## src/rtl/conv_sum_sequencer.sv

```systemverilog
// Accumulate controller around an external combinational 32-bit adder: sums TAPS product terms per window.
// Optional build macro CONV_SAT_EN clamps the accumulator on signed overflow instead of wrapping.
module conv_sum_sequencer #(
  parameter  int TAPS  = 8,
  localparam int CNT_W = $clog2(TAPS)
) (
  input  logic        clk,
  input  logic        rst_n,
  input  logic        in_valid,
  output logic        in_ready,
  input  logic [31:0] in_data,
  input  logic        clr,
  output logic [31:0] add_a,
  output logic [31:0] add_b,
  input  logic [31:0] add_s,
  input  logic        add_cout,
  output logic        out_valid,
  input  logic        out_ready,
  output logic [31:0] out_data,
  output logic        out_ovf
);

  typedef enum logic [0:0] {ST_ACCUM = 1'b0, ST_HOLD = 1'b1} state_e;

  localparam logic [CNT_W-1:0] CNT_ZERO = {CNT_W{1'b0}};
  localparam logic [CNT_W-1:0] CNT_ONE  = CNT_W'(1);
  localparam logic [CNT_W-1:0] CNT_LAST = CNT_W'(TAPS - 1);

  state_e            state_q, state_d;
  logic [CNT_W-1:0]  cnt_q, cnt_d;
  logic [31:0]       acc_q, acc_d;
  logic              ovf_q, ovf_d;
  logic [31:0]       out_data_q, out_data_d;
  logic              out_ovf_q, out_ovf_d;

  logic              accept_s;
  logic              ovf_now_s;
  logic              sticky_s;
  logic [31:0]       sum_s;
  logic              unused_cout_s;

  // Signed overflow of a two's-complement add, judged from operand and result sign bits.
  function automatic logic signed_add_ovf(input logic [31:0] a, input logic [31:0] b,
                                          input logic [31:0] s);
    return (a[31] == b[31]) && (s[31] != a[31]);
  endfunction

  // Carry-out is deliberately ignored; only signed overflow matters here.
  assign unused_cout_s = add_cout;

  // Adder operands: first term of a window starts from zero, not the stale accumulator.
  always_comb begin
    add_a = (cnt_q == CNT_ZERO) ? 32'h0000_0000 : acc_q;
    add_b = in_data;
  end

  // State register and datapath flops.
  always_ff @(posedge clk or negedge rst_n) begin
    if (!rst_n) begin
      state_q    <= ST_ACCUM;
      cnt_q      <= CNT_ZERO;
      acc_q      <= 32'h0000_0000;
      ovf_q      <= 1'b0;
      out_data_q <= 32'h0000_0000;
      out_ovf_q  <= 1'b0;
    end else begin
      state_q    <= state_d;
      cnt_q      <= cnt_d;
      acc_q      <= acc_d;
      ovf_q      <= ovf_d;
      out_data_q <= out_data_d;
      out_ovf_q  <= out_ovf_d;
    end
  end

  // Next-state and datapath update; clr outranks both accept and the output handshake.
  always_comb begin
    state_d    = state_q;
    cnt_d      = cnt_q;
    acc_d      = acc_q;
    ovf_d      = ovf_q;
    out_data_d = out_data_q;
    out_ovf_d  = out_ovf_q;

    accept_s  = in_valid & in_ready & ~clr;
    ovf_now_s = signed_add_ovf(add_a, add_b, add_s);
    sticky_s  = ((cnt_q == CNT_ZERO) ? 1'b0 : ovf_q) | ovf_now_s;
`ifdef CONV_SAT_EN
    if (ovf_now_s) begin
      sum_s = add_a[31] ? 32'h8000_0000 : 32'h7FFF_FFFF;
    end else begin
      sum_s = add_s;
    end
`else
    sum_s = add_s;
`endif

    if (clr) begin
      cnt_d   = CNT_ZERO;
      ovf_d   = 1'b0;
      state_d = ST_ACCUM;
    end else if (accept_s) begin
      acc_d = sum_s;
      ovf_d = sticky_s;
      if (cnt_q == CNT_LAST) begin
        cnt_d      = CNT_ZERO;
        state_d    = ST_HOLD;
        out_data_d = sum_s;
        out_ovf_d  = sticky_s;
      end else begin
        cnt_d = cnt_q + CNT_ONE;
      end
    end else begin
      case (state_q)
        ST_HOLD: begin
          if (out_ready) begin
            state_d = ST_ACCUM;
          end else begin
            state_d = ST_HOLD;
          end
        end
        ST_ACCUM: state_d = ST_ACCUM;
        default:  state_d = ST_ACCUM;
      endcase
    end
  end

  // Handshake outputs decoded from the registered state.
  always_comb begin
    case (state_q)
      ST_ACCUM: begin
        in_ready  = 1'b1;
        out_valid = 1'b0;
      end
      ST_HOLD: begin
        in_ready  = 1'b0;
        out_valid = 1'b1;
      end
      default: begin
        in_ready  = 1'b1;
        out_valid = 1'b0;
      end
    endcase
    out_data = out_data_q;
    out_ovf  = out_ovf_q;
  end

endmodule
```

## config.mk

```make
export PLATFORM = sky130hd
export DESIGN_NAME = conv_sum_sequencer
export DESIGN_NICKNAME = d
export VERILOG_FILES = /design/src/rtl/conv_sum_sequencer.sv
export SDC_FILE = /design/constraint.sdc
export NUM_CORES = 1
export LEC_CHECK = 0
export ABC_AREA = 1
export CAP_MARGIN = 0
export CORE_UTILIZATION = 43
export CTS_CLUSTER_SIZE = 40
export DETAILED_ROUTE_END_ITERATION = 16
export HOLD_SLACK_MARGIN = 0.1
export PLACE_DENSITY = 0.88
export SLEW_MARGIN = 15
export SYNTH_ARGS = -nofsm -noshare
export SYNTH_HDL_FRONTEND = slang
export SYNTH_SLANG_ARGS = --single-unit
```

## constraint.sdc

```tcl
create_clock -name clk -period 3.75 [get_ports clk]
set_clock_uncertainty 0.05 [all_clocks]
set_input_delay 1.125 -clock clk [delete_from_list [all_inputs] [get_ports clk]]
set_output_delay 1.125 -clock clk [all_outputs]
set_load 0.1 [all_outputs]
```

==> flow_metrics.env <==
export IMPL_rsz_0062_raised_after_global_routing="no"
export IMPL_source_to_sink_clock_delay_at_the_later_pin_of_the_worst_skew_pair_ns=0.33
export IMPL_r2r_setup_slack_ns=1.79
export IMPL_reg2reg_from="cnt_q[0]$_DFFE_PN0P_"
export IMPL_finalNetCount=525
export IMPL_outcome="complete, no violations"
export IMPL_hold_viol_final=0
export IMPL_power_switching_w=0.000776
export IMPL_syn_instance_count=382
export IMPL_synth_largest_area_cell="sky130_fd_sc_hd__dfrtp_1"
export IMPL_cp_cell_sequence="inv_1 > ha_1 > nand2_1 > inv_1 > nor2_1 > buf_12"
export IMPL_post_cts_repair_setup_buffers=0
export IMPL_critPathLaunch="cnt_q[0]$_DFFE_PN0P_"
export IMPL_mappedNetlistNets=455
export IMPL_placement_rows=31
export IMPL_cts_num_sinks=70
export IMPL_cts_tree="done"
export IMPL_vias_after_detailed_routing=2486
export IMPL_rr_worst_depth=8
export IMPL_ctsResizeCount=0
export IMPL_fillCellCount=661
export IMPL_grt_pass1_vias=2302
export IMPL_worst_hold_path_num_cells=2
export IMPL_post_route_cell_area_mm2=0.00423
export IMPL_floorplan_die_height_um=89.3
export IMPL_grt_pass1_wl_um=10200
export IMPL_relSlewSlack_pct=29.6
export IMPL_swShare_pct=36.2
export IMPL_grtUsageTotal_pct=17.0
export IMPL_initial_utilization_pct=44.9
export IMPL_mappedNetlistArea_mm2=0.00327
export IMPL_cts_htree_levels=3
export IMPL_finalWorstPathRequiredPeriod_ns=3.44
export IMPL_yosys_register_bits=70
export IMPL_worst_path_max_fanout=31
export IMPL_ctsHoldBuffers=0
export IMPL_sequentialPowerShare_pct=39.5
export IMPL_dp_worst_setup_slack_ns=0.670
export IMPL_slew_viol_final=0
export IMPL_comb_power_share_pct=29.2
export IMPL_layout_area_overhead_vs_synth_pct=29.2
export IMPL_grt_antenna_before_repair=0
export IMPL_placement_io_buffers=105
export IMPL_p_int_w=0.00137
export IMPL_drt_pre_antenna_iters=4
export IMPL_netlist_top_cells_count="sky130_fd_sc_hd__inv_1 (75), sky130_fd_sc_hd__nand2_1 (75), sky130_fd_sc_hd__dfrtp_1 (70), sky130_fd_sc_hd__o21ai_0 (37), sky130_fd_sc_hd__nor2_1 (34)"
export IMPL_worst_endpoint_arrival_ns=2.27
export IMPL_ir_drop_uv=251
export IMPL_synth_enable_flop_cells=0
export IMPL_hp_class="flip-flop to flip-flop"
export IMPL_core_area_mm2=0.00729
export IMPL_timing_critical_path_from_type="flip-flop"
export IMPL_final_antenna_net_count=0
export IMPL_multiInputGateArea_um2=886
export IMPL_final_period_utilization_pct=91.8
export IMPL_drt_wirelength_um=6560
export IMPL_cts_max_path_buffers=2
export IMPL_synth_flop_cell="sky130_fd_sc_hd__dfrtp_1"
export IMPL_required_ns=2.57
export IMPL_power_static_leakage_nw=2.26
export IMPL_number_of_drc_markers_in_iteration_0=48
export IMPL_critPathMostFrequentCell="sky130_fd_sc_hd__inv_1"
export IMPL_timing_worst_slew_pin_value_ns=1.06
export IMPL_grt_most_used_layer="met2"
export IMPL_cts_inserted_buffers=9
export IMPL_max_stage_delay_ns=0.78
export IMPL_globalRoute_totalOverflow=0
export IMPL_synth_top_cells_by_area="sky130_fd_sc_hd__dfrtp_1 (53%), sky130_fd_sc_hd__inv_1 (8.6%), sky130_fd_sc_hd__nand2_1 (8.6%)"
export IMPL_floorplan_die_area_mm2=0.00797
export IMPL_die_width_um=89.3
export IMPL_fin_ws_ns=0.306
export IMPL_met3_usage_pct=3.14
export IMPL_detail_route_drc_violations=0
export IMPL_cell_area_placed_mm2=0.00401
export IMPL_synthesis_yosys_warnings=0
export IMPL_critical_path_class="flip-flop to primary output"
export IMPL_hpwlAfterDp_um=4700
export IMPL_yosysTopAreaCellShare_pct=53.5
export IMPL_average_cell_area_after_synthesis_um2=8.57
export IMPL_largest_net_degree_at_the_start_of_global_routing=66
export IMPL_hp_start="acc_q[8]$_DFFE_PN0P_"
export IMPL_place_congestion=0.746
export IMPL_yosys_cell_types_count=18
export IMPL_whs_ns=0.434
export IMPL_hold_end="acc_q[8]$_DFFE_PN0P_"
export IMPL_antenna_cells=0
export IMPL_fmaxAchievable_ghz=0.290
export IMPL_setup_worst_path_end_class="primary output"
export IMPL_rr_endpoint="out_data[8]$_DFFE_PN0P_"
export IMPL_critical_path_slowest_cell="sky130_fd_sc_hd__inv_1"
export IMPL_fin_setup_tns_ns=0
export IMPL_asyncSetResetFlopFracSynth_pct=100
export IMPL_grt_met2_usage_pct=29.6
export IMPL_power_density_over_cell_area_mw_per_mm2=507
export IMPL_worst_setup_hold_path_clk_slew_ns=0.07
export IMPL_power_frac_clock_pct=31.3
export IMPL_mean_number_of_vias_per_cell=4.48
export IMPL_ctsRootBufferMaster="sky130_fd_sc_hd__clkbuf_8"
export IMPL_gr_layer_usage_met1_pct=19.9
export IMPL_drive_gt1_share_pct=22.8
export IMPL_io_pin_count=169
export IMPL_avgRoutedWirePerCell_um=11.8
export IMPL_setup_violations=0
export IMPL_final_seq_area_mm2=0.00175
export IMPL_synth_sequential_area_ratio_pct=53.5
export IMPL_max_cap_violations=0
registers in the layout, indices dropped and copies added, names as in the netlist:
register and flops:
acc_q 32, cnt_q 3, out_data 32, out_ovf 1, ovf_q 1, state_q 1
stage by stage:
| step | total power [W] | cells | utilization, % |
|---|---|---|---|
| floorplan | 0.00148 | 382 | - |
| global placement | 0.00148 | 540 | 55.0 |
| detailed placement | 0.00149 | 540 | 55.0 |
| CTS | 0.00217 | 555 | 58.0 |
| global route | 0.00224 | 555 | 58.0 |
| finish | 0.00214 | 555 | 58.0 |
worst max path at each step:
stage / cells after the start / slack (ns) / end
after CTS: 6 / 0.28 / add_a[23]
after floorplan: 6 / 0.37 / add_a[10]
final: 6 / 0.31 / add_a[23]
after global placement: 2 / 0.70 / add_b[31]
after detailed placement: 6 / 0.67 / add_a[23]
after global routing: 6 / 0.1 / add_a[23]
kinds of logic (layout without fill, tap and decap cells):
family | Yosys count | after routing | share of synthesized area (%)
buffers and inverters | 125 | 199 | 19.4
and+or+nand+nor | 116 | 116 | 13.8
DFF | 70 | 70 | 53.5
AOI/OAI and AO/OA | 68 | 68 | 12.1
adders and majority gates | 3 | 3 | 1.15
routing by layer:
layer	vias to the layer above	part of all wire, %
met5	-	0
met1	1135	43
li1	1250	-
met4	0	2.2
met2	80	49
met3	21	5.7
layout by cell type (no fill, tap or decap), drive strengths merged:
| cell type | n |
|---|---|
| clkdlybuf4s50 | 36 |
| o31ai | 1 |
| clkinvlp | 1 |
| nor2 | 36 |
| dfrtp | 70 |
| bufinv | 2 |
| inv | 76 |
| ha | 3 |
| clkbuf | 12 |
| o21ai | 67 |
| nand3 | 4 |
| nand2 | 76 |
| buf | 72 |
power groups by stage:
stage | logic, W | clock network, W | registers (W)
after floorplan | 0.000516 | 0 | 0.000961
after global placement | 0.000622 | 0 | 0.000859
after detailed placement | 0.000630 | 0 | 0.000862
after CTS | 0.000631 | 0.000690 | 0.000848
after global routing | 0.000664 | 0.000721 | 0.000855
final | 0.000625 | 0.000671 | 0.000848
worst max-delay path: cells and delay by family, from the launching register on:
| family | cells | cell delay (ns) |
|---|---|---|
| simple gates | 2 | 0.28 |
| fa+ha+maj | 1 | 0.15 |
| buf+inv | 3 | 1.12 |
| flops | 1 | 0.39 |
area by class of cell:
| type | instances | share of cell area (%) |
|---|---|---|
| flip-flops and latches | 70 | 41.4 |
| repair buffers | 108 | 22.7 |
| multi-input cells | 187 | 20.9 |
| inverters | 76 | 6.74 |
| clock buffers | 12 | 3.67 |
| well taps | 99 | 2.93 |
| clock inverters | 3 | 1.60 |
Note: power is estimated with default switching activity, not from simulation.
